==> src/rtl/pic_irq_core.sv <==
// 8259-style interrupt core: request/in-service registers, rotating priority resolver, INTA/EOI handshake.
// Define PIC_AUTO_EOI_EN to add the aeoi input (acknowledge without setting the in-service bit).
module pic_irq_core #(
    parameter int NUM_IRQ = 8,
    parameter int IDX_W   = 3
) (
    input  logic               clk,
    input  logic               reset,
    input  logic [NUM_IRQ-1:0] ir,
    input  logic [NUM_IRQ-1:0] imr,
    input  logic               level_mode,
    input  logic               rotate_mode,
    input  logic               inta,
    input  logic               eoi,
    input  logic               seoi,
    input  logic [IDX_W-1:0]   seoi_idx,
`ifdef PIC_AUTO_EOI_EN
    input  logic               aeoi,
`endif
    output logic               int_out,
    output logic               vec_valid,
    output logic [IDX_W-1:0]   vec_idx,
    output logic [NUM_IRQ-1:0] irr_q,
    output logic [NUM_IRQ-1:0] isr_q
);

    localparam logic [IDX_W:0]   N_W      = (IDX_W+1)'(NUM_IRQ);
    localparam logic [IDX_W-1:0] SPUR_IDX = IDX_W'(NUM_IRQ - 1);

    typedef enum logic [1:0] {IDLE, REQ, ACK} state_t;

    state_t             state_q, state_d;
    logic [NUM_IRQ-1:0] ir_prev_q;
    logic [IDX_W-1:0]   ptr_q, ptr_d;
    logic [NUM_IRQ-1:0] irr_d, isr_d;
    logic [IDX_W:0]     pend_rank, isr_rank;
    logic [IDX_W-1:0]   win_line, eoi_line;
    logic               qual, accept, aeoi_on, int_d;

`ifdef PIC_AUTO_EOI_EN
    assign aeoi_on = aeoi;
`else
    assign aeoi_on = 1'b0;
`endif

    // Rank of the first set bit counting from the pointer; N_W means none set.
    function automatic logic [IDX_W:0] pick_rank(input logic [NUM_IRQ-1:0] v,
                                                 input logic [IDX_W-1:0]   p);
        logic [2*NUM_IRQ-1:0] dbl;
        logic [NUM_IRQ-1:0]   rot, tmp;
        dbl       = {v, v} >> p;
        rot       = dbl[NUM_IRQ-1:0];
        pick_rank = N_W;
        for (int o = NUM_IRQ - 1; o >= 0; o--) begin
            tmp = rot >> o;
            if (tmp[0]) pick_rank = (IDX_W+1)'(o);
        end
    endfunction

    function automatic logic [IDX_W-1:0] rank_to_line(input logic [IDX_W:0]   r,
                                                      input logic [IDX_W-1:0] p);
        logic [IDX_W:0] s;
        s = {1'b0, p} + r;
        if (s >= N_W) s = s - N_W;
        return s[IDX_W-1:0];
    endfunction

    function automatic logic [NUM_IRQ-1:0] onehot(input logic [IDX_W-1:0] idx);
        return NUM_IRQ'(1'b1) << idx;
    endfunction

    always_comb begin
        pend_rank = pick_rank(irr_q & ~imr, ptr_q);
        isr_rank  = pick_rank(isr_q, ptr_q);
        win_line  = rank_to_line(pend_rank, ptr_q);
        eoi_line  = rank_to_line(isr_rank, ptr_q);
        qual      = pend_rank < isr_rank;
        accept    = inta && (state_q != ACK);
    end

    always_comb begin
        state_d = state_q;
        int_d   = qual && !accept;
        case (state_q)
            IDLE:    state_d = accept ? ACK : (qual ? REQ : IDLE);
            REQ:     state_d = accept ? ACK : (qual ? REQ : IDLE);
            ACK:     state_d = IDLE;
            default: state_d = IDLE;
        endcase
    end

    always_comb begin
        if (level_mode) begin
            irr_d = ir;
        end else begin
            irr_d = irr_q;
            if (accept && qual) irr_d = irr_d & ~onehot(win_line);
            irr_d = irr_d | (ir & ~ir_prev_q);
        end

        isr_d = isr_q;
        ptr_d = ptr_q;
        // Specific EOI shadows a simultaneous non-specific EOI entirely.
        if (seoi) begin
            if ({1'b0, seoi_idx} < N_W) isr_d = isr_d & ~onehot(seoi_idx);
        end else if (eoi && (isr_q != '0)) begin
            isr_d = isr_d & ~onehot(eoi_line);
            if (rotate_mode) ptr_d = rank_to_line((IDX_W+1)'(1), eoi_line);
        end
        if (accept && qual) begin
            if (aeoi_on) begin
                if (rotate_mode) ptr_d = rank_to_line((IDX_W+1)'(1), win_line);
            end else begin
                isr_d = isr_d | onehot(win_line);
            end
        end
        if (!rotate_mode) ptr_d = '0;
    end

    always_ff @(posedge clk) begin
        if (reset) begin
            state_q   <= IDLE;
            irr_q     <= '0;
            isr_q     <= '0;
            ir_prev_q <= '0;
            ptr_q     <= '0;
            int_out   <= 1'b0;
            vec_valid <= 1'b0;
            vec_idx   <= '0;
        end else begin
            state_q   <= state_d;
            irr_q     <= irr_d;
            isr_q     <= isr_d;
            ir_prev_q <= ir;
            ptr_q     <= ptr_d;
            int_out   <= int_d;
            vec_valid <= accept;
            if (accept) vec_idx <= qual ? win_line : SPUR_IDX;
        end
    end

endmodule

==> config.mk <==
export PLATFORM = sky130hd
export DESIGN_NAME = pic_irq_core
export DESIGN_NICKNAME = d
export VERILOG_FILES = /design/src/rtl/pic_irq_core.sv
export SDC_FILE = /design/constraint.sdc
export NUM_CORES = 1
export LEC_CHECK = 0
export ABC_AREA = 1
export CAP_MARGIN = 20
export CORE_MARGIN = 2
export CORE_UTILIZATION = 53
export DETAILED_ROUTE_END_ITERATION = 8
export HOLD_SLACK_MARGIN = 0.05
export PLACE_DENSITY_LB_ADDON = 0.08
export SLEW_MARGIN = 40
export SYNTH_ARGS = -nofsm -noshare
export SYNTH_HDL_FRONTEND = slang
export SYNTH_SLANG_ARGS = --single-unit
export TNS_END_PERCENT = 30
==> constraint.sdc <==
create_clock -name clk -period 4 [get_ports clk]
set_input_delay 0.8 -clock clk [delete_from_list [all_inputs] [get_ports clk]]
set_output_delay 0.8 -clock clk [all_outputs]
set_load 0.05 [all_outputs]
==> impl_metrics.py, run 1 <==
metrics = {
    "run_status": {
        "status": "complete, no violations",
    },
    "detailed_routing": {
        "drt_wl_total_um": 6440,
        "ant_nets": 0,
        "drt_iter0_drc": 143,
        "drc_errors": 0,
        "detail_route.wl_per_cell_um": 12.5,
        "route.vias.total": 2662,
        "vias_per_cell": 5.16,
        "dr.pass1.iters": 5,
    },
    "critical_path": {
        "critical_path_class": "in -> reg",
        "worstPathRequired_ps": 4190,
        "cp_max_fo": 5,
        "r2r_start": "ptr_q[1]",
        "critPathMostFrequentCell": "nand2_1",
        "ff2ff_setup_slack_ps": 550,
        "reg2reg_to": "ptr_q[2]",
        "slowest_stage": "clkdlybuf4s50_1",
        "critPathMaxStageDelay_ps": 450,
        "end_kind": "flip-flop",
        "worstPathArrival_ps": 3740,
        "worst_r2r_path_depth": 18,
        "worst_setup_path_start_kind": "input port",
    },
    "sta": {
        "finalHoldViolations": 0,
        "timing.final.crit_share_pct": 88.7,
        "fin_crit_ps": 3550,
        "fin_setup_tns_ps": 0,
        "worstMarginPinSlew_ps": 791,
        "fin_skew_ps": 3.17,
        "drv_slew": 0,
        "rsz0062_at_grt": "false",
        "slew_headroom_pct": 47.1,
        "fmax_mhz": 282,
        "setup_viol_count_final": 0,
    },
    "logic_synthesis": {
        "synth-edff-count": 0,
        "synth-seq-cells": 34,
        "yosys.area.top_type": "dfxtp_1",
        "ys.flop_type": "dfxtp_1",
        "syn_area_mm2": 0.00263,
        "netlist_instances": 405,
        "syn_nets": 443,
        "async_flop_share_pct": 0,
        "syn_area_per_cell_um2": 6.50,
        "ys_warn_count": 0,
        "ys_types": 39,
        "synth_area_leaders": "dfxtp_1 26%, nand2_1 14%, nand3_1 10%, inv_1 8.4%, nor2_1 5.8%",
        "yosysSeqAreaShare_pct": 25.9,
        "synth_top_area_share_pct": 25.9,
    },
    "layout": {
        "final_common_cell": "nand2_1",
        "fin_nets": 486,
        "n_antenna_cell": 0,
        "drive_gt1_share_pct": 10.7,
        "area_growth_pct": 21.2,
        "final_cell_mix": "99 x nand2_1, 59 x inv_1, 55 x nand3_1",
        "nFillCells": 451,
    },
    "floorplanning": {
        "design.die.area_mm2": 0.00555,
        "die_height_um": 74.5,
        "io_pins": 47,
        "start_util_pct": 55.4,
        "core_mm2": 0.00475,
        "die_x_um": 74.5,
        "num_rows": 25,
    },
    "clocking": {
        "cts_tree": "done",
        "cts_root_buf": "clkbuf_8",
        "cts_resized": 0,
        "clkTransAtPathRegs_ps": 70,
        "postCtsSetupBuffers": 0,
        "ctsLongestPathBuffers": 2,
        "numCtsBuffers": 5,
        "htreeDepth": 2,
        "clkSinkCount": 34,
        "worstSkewPairLatency_ps": 290,
        "hold_buffers": 0,
    },
    "global_route": {
        "grt_pass1_vias": 2378,
        "grt_first_pass_wirelength_um": 10700,
        "grt_max_degree": 24,
        "grt-ovfl-total": 0,
        "grt_usage_pct": 25.2,
        "antenna_found_initial": 0,
    },
    "worst_hold_path": {
        "min_from": "ir_prev_q[2]",
        "worstHoldPathCells": 3,
        "hold_path_class": "reg -> reg",
        "min_to": "irr_q[2]",
    },
    "run": {
        "drv_cap": 0,
    },
    "placed_design": {
        "dpl.hpwl_um": 5040,
        "numPortBuffers": 46,
        "gp_congestion": 0.948,
    },
}
-- cell families (layout without fill, tap and decap cells) --
family	Yosys count	in the layout	share of synthesized area, %
AO/OA/AOI/OAI	44	44	10.9
XOR/XNOR	4	4	1.90
adder cells (fa/ha/maj)	12	12	6.27
buffers and inverters	78	122	13.3
flip-flops	34	34	25.9
AND/OR/NAND/NOR	233	233	41.8
-- cell type report --
type	instances	area (um^2)	share of cell area [%]
clock buffers	7	86.3	2.70
clock inverters	1	5.00	0.157
inverters	65	250	7.84
multi-input cells	293	1600	50.2
flip-flops and latches	34	681	21.3
well taps	67	83.8	2.63
repair buffers	49	483	15.1
-- metal layers --
| layer | GRT usage, % | wire length, um | vias to the layer above |
|---|---|---|---|
| met2 | 38.9 | 2960 | 77 |
| met5 | 0 | 0 | - |
| met1 | 35.2 | 2910 | 1195 |
| met4 | 9.72 | 131 | 0 |
| met3 | 4.20 | 440 | 13 |
| li1 | - | - | 1377 |
-- metrics by stage --
stage                     setup slack (ps)  hold slack (ps)  area (um^2)  utilization (%)  instances
after floorplan                        909              447         2630                -        405
after global placement                 212              454         3100             65.2        508
after detailed placement               156              465         3100             65.2        508
after CTS                              449              479         3190             67.1        516
after global routing                   179              512         3190             67.1        516
final                                  453              471         3190             67.1        516
-- cells in the mapped netlist (2+ instances only) --
cell type / count
fa_1: 2
buf_1: 2
o21ai_0: 10
nor2_2: 2
clkbuf_1: 2
nand2_1: 99
inv_4: 2
nand2_4: 4
buf_6: 5
a211oi_1: 3
o21ai_1: 9
inv_2: 3
o211ai_1: 6
and2_1: 2
buf_4: 3
nand3_1: 55
nand3_2: 10
nor3_1: 3
ha_1: 10
or2_2: 2
dfxtp_1: 34
a21oi_1: 9
nand2_2: 5
a31oi_2: 2
inv_1: 59
nand4_1: 8
xor2_1: 2
nor2_1: 41
-- flip-flops by register name, summed over array words and instances, names as in the netlist --
signal / cells
int_out: 1
ir_prev_q: 8
irr_q: 8
isr_q: 8
ptr_q: 3
state_q: 2
vec_idx: 3
vec_valid: 1
-- worst max-delay path by stage --
stage / start / to / slack [ps] / cells after the start
global placement: imr[1] / irr_q[0] / 210 / 25
floorplan: imr[1] / irr_q[0] / 910 / 23
finish: imr[1] / irr_q[0] / 450 / 25
global route: imr[1] / isr_q[2] / 180 / 24
CTS: imr[1] / isr_q[0] / 450 / 24
detailed placement: imr[1] / isr_q[0] / 160 / 24
-- critical path, delay by kind of cell --
family	cells	cell delay, ps
xor gates and xnor gates	2	360
adders and majority gates	2	510
buffers and inverters	5	780
and+or+nand+nor	16	1300
Power of run 1 is not shown: default switching activity piles up to over one toggle a cycle in this logic, so the estimate is an artifact.
==> inputs of run 2 (changes only) <==
--- a/config.mk
+++ b/config.mk
@@ -5,10 +5,9 @@
 export SDC_FILE = /design/constraint.sdc
 export NUM_CORES = 1
 export LEC_CHECK = 0
-export ABC_AREA = 1
 export CAP_MARGIN = 20
 export CORE_MARGIN = 2
-export CORE_UTILIZATION = 53
+export CORE_UTILIZATION = 54
 export DETAILED_ROUTE_END_ITERATION = 8
 export HOLD_SLACK_MARGIN = 0.05
 export PLACE_DENSITY_LB_ADDON = 0.08
==> run 2 against run 1 <==
Final cell count down 17%. Hold slack worse by 13 ps. Synthesized cell count down 29%. First-iteration DRC count down 2.8%. Synthesized area up 5.6%. Core utilization up 5.0 points. Design area up 14%. Flip-flop and latch count unchanged. Setup slack worse by 290 ps. Via count down 3.2%. Critical path depth down 11. Non-clock buffer count up 30. Critical endpoint is now isr_q[1].
==> impl_metrics.py, run 2 <==
metrics = {
    "logic_synthesis": {
        "synth-seq-cells": 34,
        "yosys.area_share.simple_pct": 18.7,
        "syn_area_mm2": 0.00278,
        "yosys.area.top_type": "dfxtp_1",
        "synth-xor-area-share_pct": 2.79,
        "syn_nets": 326,
        "synth_top_family_by_area": "compound AO/OA/AOI/OAI gates",
        "netlist_instances": 288,
        "ys_types": 70,
        "yosysSeqAreaShare_pct": 24.5,
        "ys.flop_type": "dfxtp_1",
        "synth.area.mux_share_pct": 16.5,
        "yosysMostFrequentCell": "dfxtp_1",
        "synth-edff-count": 0,
        "async_flop_share_pct": 0,
        "yosys-top-cells-count": "34 x dfxtp_1, 19 x nor2b_1, 17 x a31oi_1, 17 x nor2_1, 15 x a21oi_1",
        "synth_area_leaders": "dfxtp_1 24%, mux4_2 8.1%, ha_1 4.5%, nor2b_1 4.3%, a31oi_1 3.8%",
        "synth_compound_area_share_pct": 25.2,
        "ys_warn_count": 0,
        "syn_area_per_cell_um2": 9.65,
        "synth_top_area_share_pct": 24.5,
        "synthAdderAreaFrac_pct": 5.94,
    },
    "sta": {
        "drv_slew": 0,
        "fmax_mhz": 260,
        "fin_skew_ps": 3.11,
        "timing.final.crit_share_pct": 96.0,
        "slew_headroom_pct": 45.1,
        "finalHoldViolations": 0,
        "setup_viol_count_final": 0,
        "worstMarginPinSlew_ps": 819,
        "fin_crit_ps": 3840,
        "worst_slack_ps": 160,
        "hold_slack_ps": 458,
    },
    "detailed_routing": {
        "drt_wl_total_um": 7140,
        "vias_per_cell": 5.99,
        "drt_iter0_drc": 139,
        "drc_errors": 0,
        "ant_nets": 0,
        "detail_route.wl_per_cell_um": 16.6,
        "route.vias.total": 2576,
        "dr.pass1.iters": 5,
    },
    "critical_path": {
        "cp_max_fo": 8,
        "worstPathArrival_ps": 4070,
        "critPathMostFrequentCell": "nor2b_1",
        "worstPathRequired_ps": 4230,
        "critPathMaxStageDelay_ps": 630,
        "worst_setup_path_start_kind": "input port",
        "slowest_stage": "fa_2",
        "critical_path_class": "in -> reg",
        "path_cells": "clkdlybuf4s50_1 > nor2b_1 > mux4_2 > buf_4 > a21oi_1 > a211oi_1 > o31a_2 > nor2b_1 > ha_1 > inv_1 > fa_2 > nand2_1 > nor3_1 > a31o_1",
        "end_kind": "flip-flop",
    },
    "placed_design": {
        "dp_slack_ps": -273,
        "numPortBuffers": 46,
        "gp_congestion": 0.912,
        "dpl.hpwl_um": 5400,
        "place_area_mm2": 0.00343,
    },
    "worst_hold_path": {
        "hold_path_class": "reg -> reg",
    },
    "floorplanning": {
        "die_height_um": 75.7,
        "core_mm2": 0.00504,
        "start_util_pct": 55.1,
        "die_x_um": 75.7,
        "num_rows": 26,
        "io_pins": 47,
        "design.die.area_mm2": 0.00574,
    },
    "layout": {
        "final_cell_mix": "39 x clkdlybuf4s50_1, 33 x dfxtp_1, 30 x buf_4",
        "drive_gt1_share_pct": 24.7,
        "area_growth_pct": 30.9,
        "fin_nets": 397,
        "multiInputGateArea_mm2": 0.00199,
        "reg_top3": "ir_prev_q (8), irr_q (8), isr_q (8)",
        "final_common_cell": "clkdlybuf4s50_1",
        "nFillCells": 398,
        "seq_area_um2": 682,
        "final_cell_area_mm2": 0.00364,
        "n_antenna_cell": 0,
        "fin_util_pct": 72.2,
    },
    "clocking": {
        "worstSkewPairLatency_ps": 290,
        "clkTransAtPathRegs_ps": 60,
        "cts_tree": "done",
        "ctsLongestPathBuffers": 2,
        "cts_root_buf": "clkbuf_8",
        "numCtsBuffers": 5,
        "hold_buffers": 0,
        "clkSinkCount": 34,
        "htreeDepth": 2,
    },
    "power_and_ir_drop": {
        "p_per_area_mw_per_mm2": 722,
        "max-vdd-ir-drop_v": 0.000681,
        "leakagePower_nw": 1.51,
    },
    "global_route": {
        "grt_pass1_vias": 2367,
        "grt_max_degree": 18,
        "grt-ovfl-total": 0,
        "antenna_found_initial": 0,
        "grt_first_pass_wirelength_um": 11200,
        "grt_usage_pct": 25.3,
    },
    "run": {
        "drv_cap": 0,
    },
    "run_status": {
        "status": "complete, no violations",
    },
}
==> run 2: cell types whose count changed in the layout (fill, tap and decap cells not counted), moves of 8 or more <==
cell / before / now
nand3_2: 10 / 0
inv_1: 59 / 9
a21boi_0: 0 / 8
mux4_2: 0 / 10
nand2_1: 99 / 11
buf_4: 3 / 30
nor2b_1: 0 / 15
nand4_1: 8 / 0
a31oi_1: 1 / 17
nor2_1: 41 / 17
nand3_1: 55 / 0
==> run 2: worst max-delay path, delay by kind of cell <==
| family | cells | cell delay, ps |
|---|---|---|
| AND/OR/NAND/NOR | 4 | 560 |
| multiplexers | 1 | 480 |
| adder cells (fa/ha/maj) | 2 | 780 |
| buffers and inverters | 3 | 700 |
| AO/OA/AOI/OAI | 4 | 770 |
==> run 2: through the flow <==
stage	total power, mW	TNS, ps	instances
finish	2.63	0	430
global route	2.81	-36.2	430
CTS	2.49	0	427
detailed placement	2.22	-5040	419
global placement	2.21	-3960	419
floorplan	1.72	0	288
==> run 2: final timing paths <==
check,startpoint,endpoint,slack [ps],cells past startpoint
max,imr[7],isr_q[1],160,14
min,state_q[1],state_q[0],460,1
max reg2reg,ptr_q[1],isr_q[3],370,15
min reg2reg,state_q[1],state_q[0],460,1
==> run 2: logic make-up after synthesis <==
| logic type | after synthesis |
|---|---|
| compound gates | 94 |
| simple gates | 85 |
| flops | 34 |
| buf+inv | 29 |
| mux | 29 |
| fa+ha+maj | 12 |
| xor+xnor | 5 |
==> run 2: cell type report <==
cell class,count,area share [%]
multi-input cells,226,54.7
repair buffers,79,20.3
flip-flops and latches,34,18.7
well taps,70,2.41
clock buffers,7,2.37
inverters,13,1.38
clock inverters,1,0.138
==> run 2: power breakdown <==
part           total (mW)  switching (mW)  internal (mW)
clock network       0.259           0.121          0.139
registers           0.475          0.0763          0.398
logic                1.89           0.999          0.893
==> run 2: routing by layer <==
layer | wire (um) | global-route usage, % | share of wire [%] | up-vias
li1 | - | - | - | 1255
met1 | 3150 | 34.3 | 44 | 1220
met2 | 3500 | 41.2 | 49 | 85
met3 | 350 | 3.70 | 4.9 | 16
met4 | 140 | 9.16 | 2.0 | 0
met5 | 0 | 0 | 0 | -
==> run 2: repair_timing <==
item / 4_1_cts / 5_1_grt
gates resized for setup: 0 / 24
setup endpoints to repair: 0 / 21
buffers inserted: 0 / 2
endpoints found under the hold margin: 0 / 0
(Power assumes the default switching activity.)
